==> src/rtl/ycbcr_frame_ctrl.sv <==
// ycbcr_frame_ctrl
//   Capture controller sitting in front of the RGB-to-YCbCr converter.
//   It arms on a start pulse, waits for the next VSYNC rising edge, then
//   forwards VSYNC/DVALID to the converter through one register stage.
//   While forwarding, it counts pixels per line and lines per frame.
//   After the last line, or after a premature VSYNC, it drains the converter
//   pipeline and reports the frame as done or errored.
//
// Ports
//   RGB_CLK      pixel clock, rising edge
//   RESET        async, active-low reset
//   CAP_START    pulse: arm capture (CAP_SINGLE sampled with it)
//   CAP_STOP     pulse: stop (immediately in ARM, after current frame otherwise)
//   CAP_SINGLE   1 = one frame, 0 = continuous
//   IN_VSYNC     raw stream vsync
//   IN_DVALID    raw stream data valid
//   CONV_VSYNC   gated, 1-cycle delayed vsync to converter
//   CONV_DVALID  gated, 1-cycle delayed dvalid to converter
//   BUSY         state != IDLE
//   FRAME_DONE   1-cycle pulse at end of drain
//   FRAME_ERR    1-cycle pulse with FRAME_DONE when the frame was malformed
//   FRAME_CNT    completed frame counter (wraps)
module ycbcr_frame_ctrl #(
  parameter int H_ACT = 640,
  parameter int V_ACT = 480,
  parameter int CW    = 12
) (
  input  logic        RGB_CLK,
  input  logic        RESET,
  input  logic        CAP_START,
  input  logic        CAP_STOP,
  input  logic        CAP_SINGLE,
  input  logic        IN_VSYNC,
  input  logic        IN_DVALID,
  output logic        CONV_VSYNC,
  output logic        CONV_DVALID,
  output logic        BUSY,
  output logic        FRAME_DONE,
  output logic        FRAME_ERR,
  output logic [15:0] FRAME_CNT
);

  typedef enum logic [1:0] {IDLE, ARM, ACTIVE, DRAIN} state_t;

  localparam logic [CW-1:0] H_LEN   = CW'(H_ACT);
  localparam logic [CW-1:0] V_LEN   = CW'(V_ACT);
  localparam logic [CW-1:0] PIX_MAX = '1;
  localparam logic [CW-1:0] ONE     = CW'(1);

  state_t        state_q, state_d;
  logic [CW-1:0] pix_cnt_q, pix_cnt_d;
  logic [CW-1:0] line_cnt_q, line_cnt_d;
  logic          err_q, err_d;
  logic          stop_q, stop_d;
  logic          single_q, single_d;
  logic [1:0]    drain_q, drain_d;
  logic [15:0]   fcnt_q, fcnt_d;
  logic          vs_prev_q, dv_prev_q;
  logic          conv_vs_q, conv_dv_q;
  logic          fwd;

  // Edge detectors run in every state so that a VSYNC already high at arm
  // time is not mistaken for a fresh frame start.
  logic vs_rise, dv_fall;
  assign vs_rise = IN_VSYNC & ~vs_prev_q;
  assign dv_fall = ~IN_DVALID & dv_prev_q;

  always_comb begin
    state_d    = state_q;
    pix_cnt_d  = pix_cnt_q;
    line_cnt_d = line_cnt_q;
    err_d      = err_q;
    stop_d     = stop_q;
    single_d   = single_q;
    drain_d    = drain_q;
    fcnt_d     = fcnt_q;
    fwd        = 1'b0;
    FRAME_DONE = 1'b0;
    FRAME_ERR  = 1'b0;
    case (state_q)
      IDLE: begin
        // Simultaneous start and stop cancel each other.
        if (CAP_START && !CAP_STOP) begin
          state_d  = ARM;
          single_d = CAP_SINGLE;
          stop_d   = 1'b0;
        end
      end
      ARM: begin
        if (CAP_STOP) begin
          state_d = IDLE;
        end else if (vs_rise) begin
          state_d    = ACTIVE;
          pix_cnt_d  = '0;
          line_cnt_d = '0;
          err_d      = 1'b0;
          fwd        = 1'b1;
        end
      end
      ACTIVE: begin
        if (CAP_STOP) stop_d = 1'b1;
        // The VSYNC that ends a short frame belongs to the next frame,
        // so it is held back from the converter.
        fwd = ~vs_rise;
        if (IN_DVALID && pix_cnt_q != PIX_MAX) pix_cnt_d = pix_cnt_q + ONE;
        if (dv_fall) begin
          if (pix_cnt_q != H_LEN) err_d = 1'b1;
          pix_cnt_d  = '0;
          line_cnt_d = line_cnt_q + ONE;
        end
        if (dv_fall && (line_cnt_q + ONE) == V_LEN) begin
          state_d = DRAIN;
          drain_d = 2'd0;
        end else if (vs_rise) begin
          state_d = DRAIN;
          drain_d = 2'd0;
          err_d   = 1'b1;
        end
      end
      DRAIN: begin
        // 1 gating stage + 3 converter stages must flush before reporting.
        if (CAP_STOP) stop_d = 1'b1;
        drain_d = drain_q + 2'd1;
        if (drain_q == 2'd3) begin
          FRAME_DONE = 1'b1;
          FRAME_ERR  = err_q;
          fcnt_d     = fcnt_q + 16'd1;
          state_d    = (single_q || stop_q || CAP_STOP) ? IDLE : ARM;
        end
      end
      default: state_d = IDLE;
    endcase
  end

  always_ff @(posedge RGB_CLK or negedge RESET) begin
    if (!RESET) begin
      state_q    <= IDLE;
      pix_cnt_q  <= '0;
      line_cnt_q <= '0;
      err_q      <= 1'b0;
      stop_q     <= 1'b0;
      single_q   <= 1'b0;
      drain_q    <= 2'd0;
      fcnt_q     <= 16'd0;
      vs_prev_q  <= 1'b0;
      dv_prev_q  <= 1'b0;
      conv_vs_q  <= 1'b0;
      conv_dv_q  <= 1'b0;
    end else begin
      state_q    <= state_d;
      pix_cnt_q  <= pix_cnt_d;
      line_cnt_q <= line_cnt_d;
      err_q      <= err_d;
      stop_q     <= stop_d;
      single_q   <= single_d;
      drain_q    <= drain_d;
      fcnt_q     <= fcnt_d;
      vs_prev_q  <= IN_VSYNC;
      dv_prev_q  <= IN_DVALID;
      conv_vs_q  <= fwd & IN_VSYNC;
      conv_dv_q  <= fwd & IN_DVALID;
    end
  end

  assign CONV_VSYNC  = conv_vs_q;
  assign CONV_DVALID = conv_dv_q;
  assign BUSY        = (state_q != IDLE);
  assign FRAME_CNT   = fcnt_q;

endmodule

==> config.mk <==
export PLATFORM = sky130hd
export DESIGN_NAME = ycbcr_frame_ctrl
export DESIGN_NICKNAME = d
export VERILOG_FILES = /design/src/rtl/ycbcr_frame_ctrl.sv
export SDC_FILE = /design/constraint.sdc
export NUM_CORES = 1
export LEC_CHECK = 0
export ABC_CLOCK_PERIOD_IN_PS = 2300
export BUFFER_PORTS_ARGS = -buffer_cell sky130_fd_sc_hd__buf_2
export CAP_MARGIN = 20
export CORE_MARGIN = 1.5
export CORE_UTILIZATION = 30
export CTS_BUF_LIST = sky130_fd_sc_hd__clkbuf_16
export CTS_CLUSTER_SIZE = 10
export DETAILED_ROUTE_END_ITERATION = 6
export PLACE_DENSITY = 0.46
export SLEW_MARGIN = 40
export SYNTH_ARGS = -nofsm -noshare
export SYNTH_HDL_FRONTEND = slang
export SYNTH_SLANG_ARGS = --single-unit
==> constraint.sdc <==
create_clock -name RGB_CLK -period 2.3 [get_ports RGB_CLK]
set_input_delay 0.23 -clock RGB_CLK [delete_from_list [all_inputs] [get_ports RGB_CLK]]
set_output_delay 0.23 -clock RGB_CLK [all_outputs]
set_load 0.05 [all_outputs]
==> impl_metrics.json, run 1 <==
{
  "outcome": "finished clean",
  "numCtsBuffers": 5,
  "insertion_delay_ps": 290,
  "synth_top_area_frac": 0.470,
  "drt_first_pass_iters": 4,
  "clk_pin_slew_ps": 70,
  "sw_frac_of_total": 0.347,
  "period_needed_ps": 2160,
  "fillers": 915,
  "hold_viol": 0,
  "drive_gt1_frac": 0.173,
  "placed_area_mm2": 0.00304,
  "fmax_mhz": 464,
  "core_area_mm2": 0.00876,
  "leakagePower_nw": 1.47,
  "synth-xor-area-share": 0.0806,
  "diodes": 0,
  "viasPerCell": 4.94,
  "yosys.area.top_type": "dfrtp_1",
  "grt.total_usage": 0.132,
  "area_growth_pct": 18.4,
  "portBuffers": 27,
  "synth-simple-area-share": 0.217,
  "rsz0062_at_grt": "false",
  "grt_start_max_net_pins": 28,
  "wl_per_cell_um": 13.7,
  "die_w_um": 98.1,
  "power_frac_seq": 0.427,
  "pwr-share-comb": 0.282,
  "design_area_mm2": 0.00322,
  "nets": 339,
  "total_power_mw": 2.52,
  "criticalPathCategory": "reg2reg",
  "yosysWarningCount": 0,
  "p_switching_mw": 0.876,
  "ys_types": 44,
  "die-area_mm2": 0.00963,
  "cp_max_fo": 6,
  "end_kind": "register",
  "async_flop_share": 1.00,
  "postCtsSetupBuffers": 0,
  "wirelength_um": 5910,
  "hp-class": "in2reg",
  "syn_inst": 285,
  "grt_pass1_vias": 2072,
  "startpoint_type": "register",
  "vias": 2128,
  "yosys.area_share.adder": 0.0461,
  "ys_ff_latch": 51,
  "worst_ir_drop_vdd_mv": 0.430,
  "worstPathArrival_ps": 2330,
  "min_period_over_period": 0.938,
  "syn_area_mm2": 0.00272,
  "overflow": 0,
  "slew_headroom": 0.585,
  "internal-power_mw": 1.65,
  "worst_pin_slew_ps": 623,
  "pwr-share-clk": 0.291,
  "yosys-top-cells-area": "dfrtp_1 (47%), nand2_1 (5.0%), xnor2_1 (4.8%), o21ai_0 (4.8%), ha_1 (4.6%)",
  "synth_top_family_by_area": "simple AND/OR/NAND/NOR gates",
  "ys.flop_type": "dfrtp_1",
  "power_per_cell_area_mw_per_mm2": 784,
  "htree_levels": 2,
  "initial_core_util": 0.310,
  "syn_nets": 302,
  "slew_violations": 0,
  "avgSynthCellArea_um2": 9.53,
  "synth_edf_count": 0,
  "antenna_left": 0,
  "drc": 0,
  "grt_pass1_wl_um": 10500,
  "setup_viol": 0,
  "critPathRequiredTime_ps": 2470,
  "ys_seq_area_frac": 0.470,
  "place_congestion": 0.810,
  "antenna_found_initial": 0,
  "clock_path_buffers": 2,
  "die_h_um": 98.1,
  "pin_count": 28,
  "cts_tree": "done",
  "fin_skew_ps": 4.96,
  "hpwlAfterDp_um": 4340,
  "synth-compound-area-share": 0.140,
  "root_buffer": "clkbuf_16",
  "dr.first_iter.drc_count": 93,
  "clock-sinks": 51,
  "setup_tns_ps": 0,
  "rows": 34,
  "maxCapViolations": 0,
  "synth.area.mux_share": 0.0157
}
layout by cell type, fill, tap and decap left out, drive strengths merged, types with 2 or more instances in the layout:
master  synthesis  final
mux2            2      2
buf             3     36
o21ai          26     26
nand2          36     36
nor2           19     19
nand3          21     21
inv            14     14
mux2i           2      2
and3            9      9
a21oi           6      6
nand4           6      6
xor2           10     10
and4            5      5
o31ai           4      4
clkinv          0      2
xnor2          15     15
nand2b          5      5
dfrtp          51     51
ha             10     10
o22ai           3      3
nor2b           3      3
nor3            3      3
and2            2      2
o41ai           6      6
nor4            4      4
clkbuf          4      5
Yosys cell counts, types with 3 or more instances:
master and count:
nor2_1 19, nor4_1 4, o21ai_0 26, o41ai_1 5, nand4_1 5, nand2b_1 5, nor2b_1 3, and4_1 5
o22ai_1 3, inv_1 14, xor2_1 10, nand2_1 36, buf_2 3, ha_1 10, and3_1 9, nand3_1 21
nor3_1 3, xnor2_1 15, o31ai_1 4, a21oi_1 5, clkbuf_1 4, dfrtp_1 51
path summary, 6_finish.rpt:
kind	start	to	slack, ps	cells after the start
setup / recovery	line_cnt_q[1]$_DFFE_PN0P_	state_q[0]$_DFFE_PN0P_	140	7
hold / removal	IN_VSYNC	vs_prev_q$_DFF_PN0_	90	1
setup reg to reg	line_cnt_q[1]$_DFFE_PN0P_	state_q[0]$_DFFE_PN0P_	140	7
hold reg to reg	FRAME_CNT[15]$_DFFE_PN0P_	FRAME_CNT[15]$_DFFE_PN0P_	460	1
max in group asynchronous	RESET	FRAME_CNT[10]$_DFFE_PN0P_	1240	3
min in group asynchronous	RESET	pix_cnt_q[10]$_DFFE_PN0P_	500	2
worst max-delay path, cell delays in order, from the launching register on:
cell and delay [ps]:
dfrtp_1 400, ha_1 230, nand3_1 160, o31a_1 330, a311oi_2 320, a21oi_2 160, o41ai_2 330, a2bb2oi_1 100
power by group through the flow:
stage	Clock (mW)	Sequential (mW)	Combinational, mW
3_5_place_dp	0	1.09	0.700
6_report	0.734	1.08	0.710
3_3_place_gp	0	1.09	0.701
2_1_floorplan	0	1.13	0.437
4_1_cts	0.759	1.08	0.705
5_1_grt	0.799	1.09	0.813
registers in the layout, indices dropped and copies added (netlist names), named ones only:
| signal | count |
|---|---|
| FRAME_CNT | 16 |
| line_cnt_q | 12 |
| pix_cnt_q | 12 |
| drain_q | 2 |
| CONV_DVALID | 1 |
| CONV_VSYNC | 1 |
| dv_prev_q | 1 |
| err_q | 1 |
| single_q | 1 |
| state_q | 1 |
| stop_q | 1 |
| vs_prev_q | 1 |
layout make-up:
type | instances | area [um2] | area share
well taps | 108 | 135 | 0.0420
flip-flops and latches | 51 | 1280 | 0.397
inverters | 14 | 52.6 | 0.0163
clock buffers | 5 | 125 | 0.0389
clock inverters | 3 | 20.0 | 0.00623
repair buffers | 37 | 225 | 0.0700
multi-input cells | 213 | 1380 | 0.429
kinds of logic (layout without fill, tap and decap cells):
| group | after synthesis | count (layout) |
|---|---|---|
| simple gates | 117 | 117 |
| compound gates | 57 | 57 |
| flops | 51 | 51 |
| xor+xnor | 25 | 25 |
| buf+inv | 21 | 59 |
| fa+ha+maj | 10 | 10 |
| mux | 4 | 4 |
layer usage:
layer,part of all wire,global-route usage
met5,0,0
met4,0.013,0.0412
met3,0.020,0.0222
met2,0.45,0.190
met1,0.52,0.201
what timing repair did:
| action | CTS | global route |
|---|---|---|
| setup endpoints to repair | 0 | 13 |
| hold endpoints to repair | 24 | 0 |
| gates resized for setup | 0 | 7 |
| hold buffers | 1 | 0 |
metrics by stage:
stage          hold WS [ps]  utilization  setup WS, ps  std cells
6_report               89.9        0.367           144        431
5_1_grt                80.0        0.367          20.6        431
4_1_cts                86.9        0.364           131        431
3_5_place_dp            286        0.346           140        422
3_3_place_gp            295        0.346           135        422
2_1_floorplan         -65.6            -           204        285
(Power assumes the default switching activity.)
==> run 2, diff against run 1 <==
--- a/config.mk
+++ b/config.mk
@@ -13,6 +13,7 @@
 export CTS_BUF_LIST = sky130_fd_sc_hd__clkbuf_16
 export CTS_CLUSTER_SIZE = 10
 export DETAILED_ROUTE_END_ITERATION = 6
+export MAX_ROUTING_LAYER = met4
 export PLACE_DENSITY = 0.46
 export SLEW_MARGIN = 40
 export SYNTH_ARGS = -nofsm -noshare
==> run 2 against run 1 <==
  * Design area unchanged
  * Sequential power about the same
  * Clock skew barely moved
  * First-iteration DRC count is 4.3% lower
  * Critical path depth stayed put
  * Count of clock-buffer cells in the layout stayed put
  * Worst hold slack about the same
  * Global-route usage up 0.40 points
  * Clock power about the same
  * Cell count is the same
  * Total power hardly changed
  * Critical endpoint unchanged
  * Largest cell class unchanged
  * Largest power group unchanged
==> impl_metrics.json, run 2 (synthesis gave the netlist of run 1 again) <==
{
  "clock_path_buffers": 2,
  "area_growth_pct": 18.4,
  "rows": 34,
  "pwr-share-clk": 0.291,
  "setup_viol": 0,
  "crit_buf_inv": 0,
  "vias": 2135,
  "reg2reg_slack_ps": 140,
  "use_met1": 0.201,
  "critPathRequiredTime_ps": 2470,
  "fin_skew_ps": 4.62,
  "layout_commonest_cell": "dfrtp_1",
  "clock-sinks": 51,
  "drc": 0,
  "antenna_found_initial": 0,
  "period_needed_ps": 2160,
  "diodes": 0,
  "grt_pass1_wl_um": 10500,
  "slew_violations": 0,
  "hpwlAfterDp_um": 4340,
  "r2r_end": "state_q[0]$_DFFE_PN0P_",
  "htree_levels": 2,
  "slew_headroom": 0.588,
  "grt_use_met3": 0.0222,
  "die-area_mm2": 0.00963,
  "power_frac_seq": 0.428,
  "place_congestion": 0.821,
  "pwr-share-comb": 0.282,
  "overflow": 0,
  "total_power_mw": 2.52,
  "cp_top_family": "compound AO/OA/AOI/OAI gates",
  "hp-class": "in2reg",
  "hp-start": "IN_VSYNC",
  "drt_first_pass_iters": 4,
  "top_usage_layer": "met1",
  "timing.rr.start": "line_cnt_q[1]$_DFFE_PN0P_",
  "final_cell_mix": "dfrtp_1 (50), nand2_1 (35), buf_2 (27)",
  "grt.total_usage": 0.136,
  "holdPathStages": 1,
  "nets": 339,
  "critPathMaxStageDelay_ps": 400,
  "reg2reg_depth": 7,
  "hold_viol": 0,
  "cts_tree": "done",
  "worst_ir_drop_vdd_mv": 0.430,
  "min_period_over_period": 0.939,
  "p_switching_mw": 0.875,
  "worstPathArrival_ps": 2330,
  "rsz0062_at_grt": "false",
  "maxCapViolations": 0,
  "worst_pin_slew_ps": 618,
  "core_area_mm2": 0.00876,
  "cpMaxStageDelayCell": "dfrtp_1",
  "insertion_delay_ps": 290,
  "cp_max_fo": 6,
  "power_per_cell_area_mw_per_mm2": 784,
  "drive_gt1_frac": 0.173,
  "grt_start_max_net_pins": 28,
  "criticalPathCategory": "reg2reg",
  "fillers": 915,
  "portBuffers": 27,
  "whs_endpoint": "vs_prev_q$_DFF_PN0_",
  "wirelength_um": 5900,
  "finalCoreUtilization": 0.367,
  "internal-power_mw": 1.65,
  "met2_usage": 0.190,
  "startpoint_type": "register",
  "die_w_um": 98.1,
  "grt_pass1_vias": 2071,
  "sw_frac_of_total": 0.347,
  "end_kind": "register",
  "dr.first_iter.drc_count": 89,
  "crit_chain": "ha_1 > nand3_1 > o31a_1 > a311oi_2 > a21oi_2 > o41ai_2 > a2bb2oi_1",
  "largest_register_ffs": 16,
  "pin_count": 28,
  "outcome": "finished clean",
  "leakagePower_nw": 1.47,
  "antenna_left": 0,
  "clk_pin_slew_ps": 70,
  "wl_per_cell_um": 13.7,
  "fmax_mhz": 463,
  "numCtsBuffers": 5,
  "setup_tns_ps": 0,
  "initial_core_util": 0.310,
  "viasPerCell": 4.95,
  "root_buffer": "clkbuf_16",
  "die_h_um": 98.1
}
[run 2: cell counts in the layout (fill, tap and decap cells not counted)]
No cell type changed its count.
[run 2: final cells by class]
cell class,instances,area [um2],share of cell area
Multi-Input combinational cell,213,1380,0.429
Sequential cell,51,1280,0.397
Timing Repair Buffer,37,225,0.0700
Tap cell,108,135,0.0420
Clock buffer,5,125,0.0389
Inverter,14,52.6,0.0163
Clock inverter,3,20.0,0.00623
[run 2: how the worst max path moves through the flow]
| stage | start | to | slack, ps | cells after the start |
|---|---|---|---|---|
| 2_1_floorplan | state_q[0]$_DFFE_PN0P_ | FRAME_CNT[13]$_DFFE_PN0P_ | 200 | 8 |
| 3_3_place_gp | line_cnt_q[0]$_DFFE_PN0P_ | state_q[0]$_DFFE_PN0P_ | 140 | 7 |
| 3_5_place_dp | line_cnt_q[0]$_DFFE_PN0P_ | state_q[0]$_DFFE_PN0P_ | 140 | 7 |
| 4_1_cts | line_cnt_q[0]$_DFFE_PN0P_ | state_q[0]$_DFFE_PN0P_ | 130 | 7 |
| 5_1_grt | line_cnt_q[1]$_DFFE_PN0P_ | state_q[0]$_DFFE_PN0P_ | 20 | 7 |
| 6_report | line_cnt_q[1]$_DFFE_PN0P_ | state_q[0]$_DFFE_PN0P_ | 140 | 7 |
[run 2: per-layer routing]
| layer | up-vias | routed length (um) |
|---|---|---|
| met1 | 1019 | 3090 |
| li1 | 1090 | - |
| met4 | 0 | 74 |
| met5 | - | 0 |
| met2 | 21 | 2620 |
| met3 | 5 | 107 |
[run 2: worst reg2reg max path: cells and delay by family, from the launching register on]
kind | cells | cell delay, ps
adder cells (fa/ha/maj) | 1 | 240
AO/OA/AOI/OAI | 5 | 1240
flip-flops | 1 | 400
AND/OR/NAND/NOR | 1 | 160
[run 2: through the flow]
step	setup slack (ps)	hold slack (ps)	instance area, um2	instances
floorplan	204	-65.6	2720	285
global placement	135	295	3040	422
detailed placement	140	286	3040	422
CTS	131	86.9	3190	431
global route	20.6	80.0	3220	431
finish	139	90.2	3220	431
[run 2: repair_timing]
action                     4_1_cts  5_1_grt
resized for setup                0        7
hold buffers                     1        0
setup buffers                    0        0
hold endpoints to repair        24        0
setup endpoints to repair        0       13
[run 2: power by group through the flow]
stage / combinational [mW] / sequential (mW) / clock (mW)
finish: 0.710 / 1.08 / 0.733
global route: 0.813 / 1.09 / 0.799
CTS: 0.705 / 1.08 / 0.759
detailed placement: 0.700 / 1.09 / 0
global placement: 0.701 / 1.09 / 0
floorplan: 0.437 / 1.13 / 0
==> run 3, diff against run 2 <==
--- a/config.mk
+++ b/config.mk
@@ -5,7 +5,7 @@
 export SDC_FILE = /design/constraint.sdc
 export NUM_CORES = 1
 export LEC_CHECK = 0
-export ABC_CLOCK_PERIOD_IN_PS = 2300
+export ABC_CLOCK_PERIOD_IN_PS = 2500
 export BUFFER_PORTS_ARGS = -buffer_cell sky130_fd_sc_hd__buf_2
 export CAP_MARGIN = 20
 export CORE_MARGIN = 1.5
==> constraint.sdc (replaced) <==
create_clock -name RGB_CLK -period 2.5 [get_ports RGB_CLK]
set_input_delay 0.25 -clock RGB_CLK [delete_from_list [all_inputs] [get_ports RGB_CLK]]
set_output_delay 0.25 -clock RGB_CLK [all_outputs]
set_load 0.05 [all_outputs]
==> run 3 against run 2 <==
  * Worst setup slack better by 130 ps
  * Combinational power is 12% lower
  * Total power is 8.0% lower
  * First-iteration DRC count is 7.9% higher
  * Sequential power is 8% lower
  * Flip-flop and latch count stayed put
  * Cell count is 1.2% lower
  * Utilization is 0.81 points lower
  * Critical path type unchanged
  * Highest routed layer unchanged
==> impl_metrics.json, run 3 (synthesis gave the netlist of run 1 again) <==
{
  "slew_headroom": 0.547,
  "worst_ir_drop_vdd_mv": 0.458,
  "leakagePower_nw": 1.45,
  "finalCoreUtilization": 0.359,
  "critPathRequiredTime_ps": 2700,
  "overflow": 0,
  "layout_commonest_cell": "dfrtp_1",
  "clock-sinks": 51,
  "reg2reg_depth": 7,
  "pin_count": 28,
  "fin_ws_ps": 272,
  "fin_skew_ps": 9.01,
  "timing.rr.start": "line_cnt_q[0]$_DFFE_PN0P_",
  "crit_buf_inv": 0,
  "insertion_delay_ps": 290,
  "rsz0062_at_grt": "false",
  "area_growth_pct": 15.8,
  "clock_path_buffers": 2,
  "outcome": "finished clean",
  "criticalPathCategory": "reg2reg",
  "antenna_found_initial": 0,
  "cp_max_fo": 6,
  "grt.total_usage": 0.137,
  "antenna_left": 0,
  "htree_levels": 2,
  "power_per_cell_area_mw_per_mm2": 738,
  "numCtsBuffers": 5,
  "initial_core_util": 0.310,
  "reg2reg_slack_ps": 270,
  "hold_ws_ps": 55.2,
  "slew_violations": 0,
  "core_area_mm2": 0.00876,
  "wl_per_cell_um": 14.0,
  "hold_viol": 0,
  "end_kind": "register",
  "grt_pass1_wl_um": 10500,
  "root_buffer": "clkbuf_16",
  "wirelength_um": 5940,
  "setup_viol": 0,
  "vias": 2123,
  "postCtsSetupBuffers": 0,
  "hpwlAfterDp_um": 4300,
  "portBuffers": 27,
  "min_period_over_period": 0.891,
  "worstPathArrival_ps": 2430,
  "dr.first_iter.drc_count": 96,
  "fmax_mhz": 449,
  "drc": 0,
  "viasPerCell": 4.98,
  "nets": 334,
  "total_power_mw": 2.32,
  "die_w_um": 98.1,
  "cp_top_family": "compound AO/OA/AOI/OAI gates",
  "drive_gt1_frac": 0.145,
  "die-area_mm2": 0.00963,
  "cts-resized-gates": 0,
  "grt_start_max_net_pins": 52,
  "drt_first_pass_iters": 4,
  "setup_tns_ps": 0,
  "startpoint_type": "register",
  "critical_path_depth": 7,
  "period_needed_ps": 2230,
  "worst_pin_slew_ps": 679,
  "grt_pass1_vias": 2058,
  "cts_tree": "done",
  "final_cell_mix": "dfrtp_1 (51), nand2_1 (36), buf_2 (27)",
  "maxCapViolations": 0,
  "place_congestion": 0.785,
  "largest_register_ffs": 16,
  "cpMaxStageDelayCell": "dfrtp_1",
  "rows": 34,
  "critPathMaxStageDelay_ps": 430,
  "place_ws_ps": 305,
  "crit_chain": "ha_1 > nand3_1 > o31a_1 > a311oi_2 > a21oi_2 > nor3_1 > mux2i_1",
  "hp-class": "in2async",
  "ctsHoldBuffers": 0,
  "diodes": 0,
  "die_h_um": 98.1,
  "clk_pin_slew_ps": 70
}
run 3: how the worst max path moves through the flow:
stage,from,end
2_1_floorplan,state_q[0]$_DFFE_PN0P_,FRAME_CNT[13]$_DFFE_PN0P_
3_3_place_gp,line_cnt_q[0]$_DFFE_PN0P_,register
3_5_place_dp,register,pix_cnt_q[9]$_DFFE_PN0P_
4_1_cts,line_cnt_q[0]$_DFFE_PN0P_,register
5_1_grt,register,pix_cnt_q[9]$_DFFE_PN0P_
6_report,line_cnt_q[0]$_DFFE_PN0P_,register
run 3: layer usage:
layer / GRT usage / vias up / part of all wire
li1: - / 1085 / -
met1: 0.200 / 1005 / 0.53
met2: 0.194 / 26 / 0.43
met3: 0.0193 / 7 / 0.028
met4: 0.0477 / 0 / 0.015
met5: - / - / 0
run 3: stage by stage:
step / instance area [um2] / cells
2_1_floorplan: 2720 / 285
3_3_place_gp: 2990 / 418
3_5_place_dp: 2990 / 418
4_1_cts: 3140 / 426
5_1_grt: 3140 / 426
6_report: 3140 / 426
run 3: power by group:
part / internal [mW] / switching [mW]
Clock: 0.381 / 0.325
Sequential: 0.909 / 0.0814
Combinational: 0.215 / 0.408
Total: 1.50 / 0.815
run 3: layout make-up:
| type | count | area (um2) |
|---|---|---|
| Clock buffer | 5 | 125 |
| Clock inverter | 3 | 26.3 |
| Fill cell | 916 | 5620 |
| Inverter | 14 | 52.6 |
| Multi-Input combinational cell | 213 | 1360 |
| Sequential cell | 51 | 1280 |
| Tap cell | 108 | 135 |
| Timing Repair Buffer | 32 | 173 |
